File: src/rtl/ttl_debounce_pkg.sv
// Shared definitions for the SPDT contact debouncer: pulse FSM states and
// the synchronized contact codes {s_n, r_n}.
package ttl_debounce_pkg;

   // Pulse generator states: no pulse, set_n pulse active, reset_n pulse active
   typedef enum logic [1:0] {
      IDLE      = 2'd0,
      PULSE_SET = 2'd1,
      PULSE_RST = 2'd2
   } state_t;

   // Contact codes as seen on {s_n, r_n} after synchronization
   localparam logic [1:0] CODE_ILLEGAL = 2'b00;
   localparam logic [1:0] CODE_SET     = 2'b01;
   localparam logic [1:0] CODE_RST     = 2'b10;
   localparam logic [1:0] CODE_HOLD    = 2'b11;

endpackage

File: src/rtl/ttl_sync2.sv
// Two-flop synchronizer for one asynchronous, active-low contact line.
// Resets to 1 so an idle (open) contact reads as inactive.
module ttl_sync2 (
   input  logic clk,
   input  logic rst,
   input  logic d,
   output logic q
);

   logic meta;

   // Shift the raw input through two flops to settle metastability
   always_ff @(posedge clk) begin
      // NOTE: non-blocking assignments keep the two stages a true shift
      // register; blocking ones would collapse them into a single flop.
      if (rst) begin
         meta <= 1'b1;
         q    <= 1'b1;
      end else begin
         meta <= d;
         q    <= meta;
      end
   end

endmodule

File: src/rtl/rs_debounce.sv
// Debounced SPDT set/reset contact pair. Each raw contact is synchronized,
// the combined code must stay constant for STABLE_CNT clocks to qualify,
// and a qualified state change updates q and emits a clean active-low
// pulse of PULSE_LEN clocks on set_n or reset_n.
module rs_debounce
   import ttl_debounce_pkg::*;
#(
   parameter int unsigned STABLE_CNT = 8,
   parameter int unsigned PULSE_LEN  = 2
) (
   input  logic clk,
   input  logic rst,
   input  logic s_n,
   input  logic r_n,
   output logic q,
   output logic q_n,
   output logic set_n,
   output logic reset_n,
   output logic chg,
   output logic err
);

   localparam logic [7:0] CNT_MAX    = 8'(STABLE_CNT);
   localparam logic [7:0] CNT_LAST   = 8'(STABLE_CNT - 1);
   localparam logic [3:0] PULSE_LAST = 4'(PULSE_LEN - 1);

   logic       s_sync;
   logic       r_sync;
   logic [1:0] code;
   logic [1:0] code_prev;
   logic [7:0] stab_cnt;
   logic       same;
   logic       qual;
   logic       qual_set;
   logic       qual_rst;
   logic       qual_ill;
   logic       rise;
   logic       fall;

   state_t     state;
   state_t     state_nxt;
   logic [3:0] pcnt;
   logic [3:0] pcnt_nxt;

   ttl_sync2 u_sync_s (
      .clk (clk),
      .rst (rst),
      .d   (s_n),
      .q   (s_sync)
   );

   ttl_sync2 u_sync_r (
      .clk (clk),
      .rst (rst),
      .d   (r_n),
      .q   (r_sync)
   );

   assign code = {s_sync, r_sync};
   assign same = (code == code_prev);

   // Qualification fires only on the clock the counter reaches STABLE_CNT;
   // once saturated the counter no longer moves, so a held code never requalifies.
   assign qual     = same && (stab_cnt == CNT_LAST);
   assign qual_set = qual && (code == CODE_SET);
   assign qual_rst = qual && (code == CODE_RST);
   assign qual_ill = qual && (code == CODE_ILLEGAL);
   assign rise     = qual_set && !q;
   assign fall     = qual_rst && q;

   // Stability counter: count consecutive identical codes, saturating
   always_ff @(posedge clk) begin
      if (rst) begin
         code_prev <= CODE_HOLD;
         stab_cnt  <= '0;
      end else begin
         code_prev <= code;
         if (!same) begin
            stab_cnt <= '0;
         end else if (stab_cnt != CNT_MAX) begin
            stab_cnt <= stab_cnt + 8'd1;
         end
      end
   end

   // Latch state, change strobe and sticky illegal-state flag
   always_ff @(posedge clk) begin
      if (rst) begin
         q   <= 1'b0;
         chg <= 1'b0;
         err <= 1'b0;
      end else begin
         chg <= rise || fall;
         if (rise) begin
            q <= 1'b1;
         end else if (fall) begin
            q <= 1'b0;
         end
         if (qual_ill) begin
            err <= 1'b1;
         end else if (qual_set || qual_rst) begin
            err <= 1'b0;
         end
      end
   end

   // Pulse FSM state and pulse counter register
   always_ff @(posedge clk) begin
      if (rst) begin
         state <= IDLE;
         pcnt  <= '0;
      end else begin
         state <= state_nxt;
         pcnt  <= pcnt_nxt;
      end
   end

   // Pulse FSM next state: a new change always wins and restarts the pulse,
   // which also aborts an opposite pulse still in progress.
   always_comb begin
      // NOTE: defaults first so every path assigns both outputs; otherwise
      // the unlisted cases would infer latches.
      state_nxt = state;
      pcnt_nxt  = pcnt;
      if (rise) begin
         state_nxt = PULSE_SET;
         pcnt_nxt  = PULSE_LAST;
      end else if (fall) begin
         state_nxt = PULSE_RST;
         pcnt_nxt  = PULSE_LAST;
      end else begin
         case (state)
            PULSE_SET, PULSE_RST: begin
               if (pcnt == 4'd0) begin
                  state_nxt = IDLE;
               end else begin
                  pcnt_nxt = pcnt - 4'd1;
               end
            end
            default: state_nxt = IDLE;
         endcase
      end
   end

   // Pulses decode from a single registered state, so they can never overlap
   assign set_n   = (state != PULSE_SET);
   assign reset_n = (state != PULSE_RST);
   assign q_n     = ~q;

endmodule

File: config.mk
export PLATFORM = sky130hd
export DESIGN_NAME = rs_debounce
export DESIGN_NICKNAME = d
export VERILOG_FILES = /design/src/rtl/ttl_debounce_pkg.sv /design/src/rtl/ttl_sync2.sv /design/src/rtl/rs_debounce.sv
export SDC_FILE = /design/constraint.sdc
export NUM_CORES = 1
export LEC_CHECK = 0
export CAP_MARGIN = 30
export CORE_ASPECT_RATIO = 1.25
export CORE_MARGIN = 3
export CORE_UTILIZATION = 54
export DETAILED_ROUTE_END_ITERATION = 16
export GPL_TIMING_DRIVEN = 0
export MAX_ROUTING_LAYER = met4
export PLACE_DENSITY = 0.78
export SLEW_MARGIN = 30
export SYNTH_ARGS = -nofsm -noshare
export SYNTH_HDL_FRONTEND = slang
export SYNTH_HIERARCHICAL = 1
export SYNTH_SLANG_ARGS = --single-unit
File: constraint.sdc
create_clock -name clk -period 2.37 [get_ports clk]
set_input_delay 0.474 -clock clk [delete_from_list [all_inputs] [get_ports clk]]
set_output_delay 0.474 -clock clk [all_outputs]
set_load 0.01 [all_outputs]
# Word-level counts from Yosys, hierarchy flattened
# Cells that the tools add are included.
[totals]
word_cells = 62
regBits = 23
[op_classes]
reduce_logical = 20
n_mux = 12
eq_ne = 12
addsub = 2
n_bitwise = 3
[ops]
columns = ["op", "count"]
rows = [
  ["$mux W1", 9],
  ["$add A8 B1 Y8 const B", 1],
  ["$eq A8 B3 Y1 const B", 1],
  ["$ne A8 B4 Y1 const B", 1],
  ["$logic_and A1 B1 Y1", 6],
  ["$mux W2", 3],
  ["$ne A3 B3 Y1 const B", 2],
  ["$reduce_or A2 Y1", 3],
  ["$eq A2 B1 Y1 const B", 2],
  ["$eq A2 B2 Y1 const B", 2],
  ["$logic_not A4 Y1", 1],
  ["$ne A4 B4 Y1 const B", 1],
  ["$reduce_and A2 Y1", 2],
  ["$reduce_bool A2 Y1", 2],
  ["$sub A4 B1 Y4 const B", 1],
  ["$not A1 Y1", 3],
  ["$reduce_bool A3 Y1", 1],
  ["$reduce_or A3 Y1", 1],
  ["$eq A2 B2 Y1", 1],
  ["$logic_not A2 Y1", 1],
  ["$logic_or A1 B1 Y1", 2],
  ["$ne A2 B1 Y1 const B", 1],
  ["$ne A2 B2 Y1 const B", 1],
  ["$logic_not A1 Y1", 1],
]

# Depth between registers and ports, before layout
# Gate-level depths: netlist of the first run.
[logic_depth]
word_depth = 6
depth_mapped = 6

# Modules after synthesis
# Netlist of the first run, hierarchy kept.
[modules_own_cells]
columns = ["module", "seq_area_each_um2", "cells_per_inst", "area_each_um2", "instances"]
rows = [
  ["rs_debounce", 380.4, 104, 920.9, 1],
  ["ttl_sync2", 40.0, 4, 52.6, 2],
]

# Least setup slack after synthesis of the first run
# OpenSTA, ideal clock, no wires.
[synth_timing]
path_type = "register to register"
start = "register stab_cnt[6]"
end = "register state[1]"
path_stages_with_launch = 6
required_time_ps = 2301
setup_slack_ps = 370
period_less_slack_ps = 2000
path_buffers = 1
t_arrival_ps = 1932
path_cell_list = "dfxtp_1 -> or4_1 -> or4_1 -> clkbuf_2 -> or4_1 -> o21ai_1"
[synth_between]
elab_chain_cells = 5
word_cells_on_any_way = 9
classes_between = "2 x eq/ne; 1 x mux; 6 x reduce/logical"
[synth_lines]
columns = ["item", "line", "text"]
rows = [
  ["from (decl)", "rs_debounce.sv:31", "logic [7:0] stab_cnt;"],
  ["from (signal assigned)", "rs_debounce.sv:81", "stab_cnt <= stab_cnt + 8'd1;"],
  ["$eq A8 B3 Y1 *", "rs_debounce.sv:64", "assign qual = same && (stab_cnt == CNT_LAST);"],
  ["$logic_and A1 B1 Y1 *", "rs_debounce.sv:64", ""],
  ["$logic_and A1 B1 Y1, on equally long branches", "rs_debounce.sv:66, rs_debounce.sv:65", ""],
  ["$logic_and A1 B1 Y1, on equally long branches", "rs_debounce.sv:69, rs_debounce.sv:68", ""],
  ["$ne A3 B3 Y1 (no source line), or another cell as far along", "-", ""],
  ["to (signal assigned)", "rs_debounce.sv:113", "state <= state_nxt;"],
  ["to (decl)", "rs_debounce.sv:40", "state_t state;"],
]
# Every way passes the cells marked *; elsewhere a longest branch is shown, timed or not.
# A chain may end at the register's enable or synchronous reset.

# Worst setup path after layout of the first run
[layout_timing]
start = "register stab_cnt[6]"
end = "register state[0]"
[layout_between]
elab_chain_cells = 6
word_cells_on_any_way = 9
classes_between = "2 x eq/ne; 2 x mux; 5 x reduce/logical"
[layout_lines]
columns = ["item", "line", "text"]
rows = [
  ["$eq A8 B3 Y1 *", "rs_debounce.sv:64", ""],
  ["$logic_and A1 B1 Y1 *", "rs_debounce.sv:64", ""],
  ["$logic_and A1 B1 Y1", "rs_debounce.sv:66", "assign qual_rst = qual && (code == CODE_RST);"],
  ["$logic_and A1 B1 Y1", "rs_debounce.sv:69", "assign fall = qual_rst && q;"],
  ["$mux W2", "rs_debounce.sv:128", "end else if (fall) begin"],
  ["$mux W1", "rs_debounce.sv:125", "if (rise) begin"],
]
# Marked as above.

==> results.toml, run 1 <==
[global_routing]
grt_pass1_wl_mm = 2.95
grt-ovfl-total = 0
use_met3 = 0.0395
top_usage_layer = "met2"
antenna_found_initial = 0
grt_pass1_vias = 723
grt_util_all_layers = 0.171
grt_max_degree = 13
use_met2 = 0.276
met1_usage = 0.190

[yosys]
synth_ff_type = "dfxtp_1"
synth_fa_ha_area_frac = 0.0610
synth_top_family_by_area = "simple AND/OR/NAND/NOR gates"
synth_top_area_frac = 0.449
syn_area_per_cell_um2 = 9.16
synth_seq_area_share = 0.449
syn_area_um2 = 1030
synth_cell_types = 33
synth-simple-area-share = 0.243
synth_cells = 112
synth_commonest_cells = "dfxtp_1, nor2_1, inv_1"
syn_nets = 121
synth_edf_count = 0
muxShareOfSynthArea = 0.0207
yosysTopAreaCell = "dfxtp_1"
yosysWarnings = 6
ys_seq_elements = 23
synth_xor_area_frac = 0.0854
synthArstFlopShare = 0
synth_most_common_cell = "dfxtp_1"
synth_area_leaders = "dfxtp_1, ha_1, xor2_1"
synth_compound_area_frac = 0.0963

[routing]
drc = 0
drtAntennaViolNets = 0
drt-initial-drc-count = 12
wl_mm = 1.69
dr_total_vias = 792
avgRoutedWirePerCell_um = 11.8
first_pass_iters = 4
vias_per_cell = 5.50

[floorplanning]
die_w_um = 45.0
row_count = 17
fp.dieH_um = 54.7
start_util = 0.574
ios = 10
core_area_um2 = 1790
die-area_um2 = 2460

[sta]
tightest_slew_ns = 0.440
hold_viol = 0
relSlewSlack = 0.705
rsz0062_at_grt = "false"
drv_slew = 0
fmax_mhz = 452
period_needed_ns = 2.21
hold_slack_ns = 0.419
finalCritPeriodShare = 0.933
finClkSkew_ns = 0.000806
fin_setup_tns_ns = 0
setup_viol = 0

[placement]
gp_congestion = 0.783
hpwl_mm = 1.26
port_buffers = 9

[critical_path]
cp.required_ns = 2.58
critPathSlowestCell = "or4_1"
critical_path_class = "reg2reg"
crit_buf_inv = 1
reg2reg_to = "state[0]"
r2r-start = "stab_cnt[6]"
cp-start-kind = "flop"
critPathCaptureType = "flop"
rrSetupSlack_ns = 0.16
critPathMaxFanout = 8
arrival_ns = 2.42
rr_worst_depth = 5
crit_path_cell_trace = "or4_1 -> or4_1 -> clkbuf_2 -> a2bb2oi_1 -> a2111oi_2"
cpPeakStageDelay_ns = 0.57
cp_top_family = "simple AND/OR/NAND/NOR gates"
crit_path_frequent_cell = "or4_1"
startpoint = "stab_cnt[6]"

[min_path]
min_from = "u_sync_r/meta"
min_to = "u_sync_r/q"
hold_class = "reg2reg"
hold_depth = 1

[clock_network]
cts.sinks = 23
cts.clk_slew.worst_paths_ns = 0.12
cts_tree = "yes"
clk-insertion-delay-late_ns = 0.30
root_buffer = "clkbuf_4"
cts_resized = 0
cts_max_level = 1
post-cts-setup-buffers = 0
cts_buffers = 3
clockBufferDepth = 2
hold_buffers = 0

[cells_and_area]
syn2layout_area_growth_pct = 13.7
final_nets = 135
n_fill_cell = 154
drive_gt1_frac = 0.0800
seq_area_um2 = 460
multiInputGateArea_um2 = 519
antennaDiodeCount = 0

[run]
drv_cap = 0

[power]
p_per_area_nw_per_um2 = 531
irDropWorstVdd_uv = 447
leakage_uw = 0.000404

[status]
status = "completed"
==> worst max-delay path by stage <==
| stage | to | slack [ns] | cells after the start |
|---|---|---|---|
| 5_1_grt | state[0] | 0.03 | 5 |
| 3_5_place_dp | state[0] | 0.22 | 5 |
| 2_1_floorplan | state[1] | 0.37 | 5 |
| 6_report | state[0] | 0.16 | 5 |
| 3_3_place_gp | state[1] | 0.24 | 5 |
| 4_1_cts | state[0] | 0.16 | 5 |
==> cell families (layout without fill, tap and decap cells) <==
family,Yosys count,in the layout
adder cells (fa/ha/maj),5,5
XOR/XNOR,10,10
flip-flops,23,23
AND/OR/NAND/NOR,46,46
multiplexers,2,2
buffers and inverters,12,25
AO/OA/AOI/OAI,14,14
==> layout make-up <==
| class | instances | area share |
|---|---|---|
| buffer | 2 | 0.00751 |
| tap | 19 | 0.0204 |
| multi-input combinational | 77 | 0.445 |
| clock buffer | 4 | 0.0225 |
| timing repair buffer | 9 | 0.0773 |
| inverter | 10 | 0.0322 |
| sequential | 23 | 0.395 |
==> placed cells by master (no fill, tap or decap), types with 2 or more instances in the layout <==
| cell | netlist | final |
|---|---|---|
| dfxtp_1 | 23 | 23 |
| nor2_1 | 13 | 13 |
| inv_1 | 10 | 10 |
| clkdlybuf4s50_1 | 0 | 9 |
| xor2_1 | 7 | 7 |
| or2_1 | 5 | 5 |
| nand3_1 | 5 | 5 |
| a21oi_1 | 5 | 5 |
| ha_1 | 5 | 5 |
| or4_1 | 4 | 4 |
| nor3_1 | 4 | 4 |
| xnor2_1 | 3 | 3 |
| clkbuf_4 | 0 | 3 |
| or3_1 | 2 | 2 |
| nand2_1 | 2 | 2 |
| clkbuf_1 | 1 | 2 |
| or2_2 | 2 | 2 |
| o21ai_0 | 2 | 2 |
| nand2b_1 | 2 | 2 |
| nand3b_1 | 2 | 2 |
==> per-layer routing <==
layer / vias up / part of all wire
met3: 7 / 0.037
li1: 405 / -
met4: 0 / 0.031
met5: - / 0
met1: 363 / 0.44
met2: 17 / 0.49
==> worst reg2reg max path, delay by kind of cell (launching register included) <==
family,cells,cell delay (ns)
buf+inv,1,0.18
flops,1,0.35
compound gates,2,0.52
simple gates,2,1.05
==> flip-flops by register name, indices dropped and copies added, names as in the netlist <==
| name | count |
|---|---|
| chg | 1 |
| code_prev | 2 |
| err | 1 |
| pcnt | 4 |
| q | 1 |
| stab_cnt | 8 |
| state | 2 |
| u_sync_r/meta | 1 |
| u_sync_r/q | 1 |
| u_sync_s/meta | 1 |
| u_sync_s/q | 1 |
==> report_power, final <==
group          total (uW)  switching [uW]  internal (uW)
registers             404            8.95            395
clock network         177             112           65.7
logic                38.4            18.9           19.5
total                 620             140            480
==> stage by stage <==
stage	cells	cell area, um^2	setup slack [ns]	power (uW)	utilization
after floorplan	112	1030	0.370	436	-
after global placement	140	1140	0.240	449	0.638
after detailed placement	140	1140	0.220	451	0.638
after CTS	144	1170	0.159	622	0.653
after global routing	144	1170	0.0284	650	0.653
final	144	1170	0.158	620	0.653
Power figures use the tool's default switching activity.
==> inputs of run 2 (changes only) <==
--- a/config.mk
+++ b/config.mk
@@ -12,7 +12,7 @@
 export DETAILED_ROUTE_END_ITERATION = 16
 export GPL_TIMING_DRIVEN = 0
 export MAX_ROUTING_LAYER = met4
-export PLACE_DENSITY = 0.78
+export PLACE_DENSITY = 0.74
 export SLEW_MARGIN = 30
 export SYNTH_ARGS = -nofsm -noshare
 export SYNTH_HDL_FRONTEND = slang
==> run 2 against run 1 <==
  * Sequential power about the same
  * First-iteration DRC count is 33% lower
  * Combinational power down 2%
  * Utilization is 0.070 points higher
  * Total power is 0.57% lower
  * Die area unchanged
==> results.toml, run 2 (same netlist as run 1, synthesis figures left out) <==
[placement]
gp_congestion = 0.765
port_buffers = 9
place_area_um2 = 1140
hpwl_mm = 1.30

[global_routing]
grt_pass1_wl_mm = 2.70
grt_max_degree = 14
grt_util_all_layers = 0.157
grt-ovfl-total = 0
grt_pass1_vias = 673
antenna_found_initial = 0

[floorplanning]
start_util = 0.574
row_count = 17
die-area_um2 = 2460
fp.dieH_um = 54.7
core_area_um2 = 1790
die_w_um = 45.0
ios = 10

[power]
irDropWorstVdd_uv = 437
p_per_area_nw_per_um2 = 528
leakage_uw = 0.000407

[routing]
vias_per_cell = 5.41
dr_total_vias = 779
avgRoutedWirePerCell_um = 11.6
drt-initial-drc-count = 8
wl_mm = 1.68
drc = 0
drtAntennaViolNets = 0
first_pass_iters = 4

[sta]
fmax_mhz = 469
rsz0062_at_grt = "false"
finalCritPeriodShare = 0.899
tightest_slew_ns = 0.450
drv_slew = 0
hold_slack_ns = 0.430
hold_viol = 0
period_needed_ns = 2.13
setup_viol = 0
fin_setup_tns_ns = 0
finClkSkew_ns = 0.00331
relSlewSlack = 0.698

[cells_and_area]
drive_gt1_frac = 0.0880
syn2layout_area_growth_pct = 13.8
top_register = "stab_cnt"
seq_area_um2 = 460
final_common_cell = "dfxtp_1"
antennaDiodeCount = 0
design_area_um2 = 1170
multiInputGateArea_um2 = 519
largest_register_ffs = 8
final_nets = 135
reg_top3 = "stab_cnt x8, pcnt x4"
layout_common_cells = "dfxtp_1, nor2_1, inv_1"
n_fill_cell = 170

[clock_network]
clk-insertion-delay-late_ns = 0.30
hold_buffers = 0
cts_resized = 0
cts_tree = "yes"
cts.sinks = 23
cts.clk_slew.worst_paths_ns = 0.12
cts_buffers = 3
cts_max_level = 1
post-cts-setup-buffers = 0
root_buffer = "clkbuf_4"
clockBufferDepth = 2

[critical_path]
r2r-start = "stab_cnt[6]"
critPathCaptureType = "flop"
critical_path_class = "reg2reg"
rr_worst_depth = 5
arrival_ns = 2.34
rrSetupSlack_ns = 0.24
cp.required_ns = 2.58
cp-start-kind = "flop"
critPathMaxFanout = 8
reg2reg_to = "state[0]"

[min_path]
min_from = "u_sync_r/meta"
hold_class = "reg2reg"
hold_depth = 1
min_to = "u_sync_r/q"

[status]
status = "completed"

[run]
drv_cap = 0
## run 2: critical path: stages, from the launching register on
cell and delay, ns:
dfxtp_1 0.35, or4_1 0.55, or4_1 0.47, clkbuf_2 0.17, a2bb2oi_1 0.17, a2111oi_2 0.33
## run 2: metrics by stage
stage | setup WS, ns | total power, uW | utilization | std cells
2_1_floorplan | 0.370 | 436 | - | 112
3_3_place_gp | 0.272 | 450 | 0.638 | 140
3_5_place_dp | 0.249 | 452 | 0.638 | 140
4_1_cts | 0.221 | 630 | 0.653 | 144
5_1_grt | 0.159 | 647 | 0.653 | 144
6_report | 0.239 | 616 | 0.653 | 144
## run 2: report_power, final
group / total, uW / switching, uW / internal [uW]
registers: 405 / 9.70 / 395
logic: 37.7 / 18.5 / 19.3
clock network: 174 / 111 / 62.9
## run 2: layout make-up
class | instances | share of cell area
multi-input cells | 77 | 0.445
well taps | 19 | 0.0204
clock inverters | 1 | 0.00429
clock buffers | 3 | 0.0193
plain buffers | 2 | 0.00750
flip-flops and latches | 23 | 0.394
inverters | 10 | 0.0322
repair buffers | 9 | 0.0772
## run 2: worst max path at each step
stage                            from        to  cells after the start
after floorplan           stab_cnt[6]  state[1]                      5
after global placement    stab_cnt[6]  state[1]                      5
after detailed placement  stab_cnt[6]  state[0]                      5
after CTS                 stab_cnt[6]  state[0]                      5
after global routing      stab_cnt[6]       chg                      5
final                     stab_cnt[6]  state[0]                      5
## run 2: per-layer routing
metal / GRT usage / share of wire
met5: - / 0
met4: 0.0878 / 0.0072
met3: 0.0197 / 0.020
met2: 0.307 / 0.58
met1: 0.141 / 0.39
==> inputs of run 3 (changes only) <==
--- a/config.mk
+++ b/config.mk
@@ -9,6 +9,7 @@
 export CORE_ASPECT_RATIO = 1.25
 export CORE_MARGIN = 3
 export CORE_UTILIZATION = 54
+export CTS_CLUSTER_SIZE = 16
 export DETAILED_ROUTE_END_ITERATION = 16
 export GPL_TIMING_DRIVEN = 0
 export MAX_ROUTING_LAYER = met4
==> results of run 3 <==
Same layout as run 2: the final DEF is identical, and so are final timing and power.
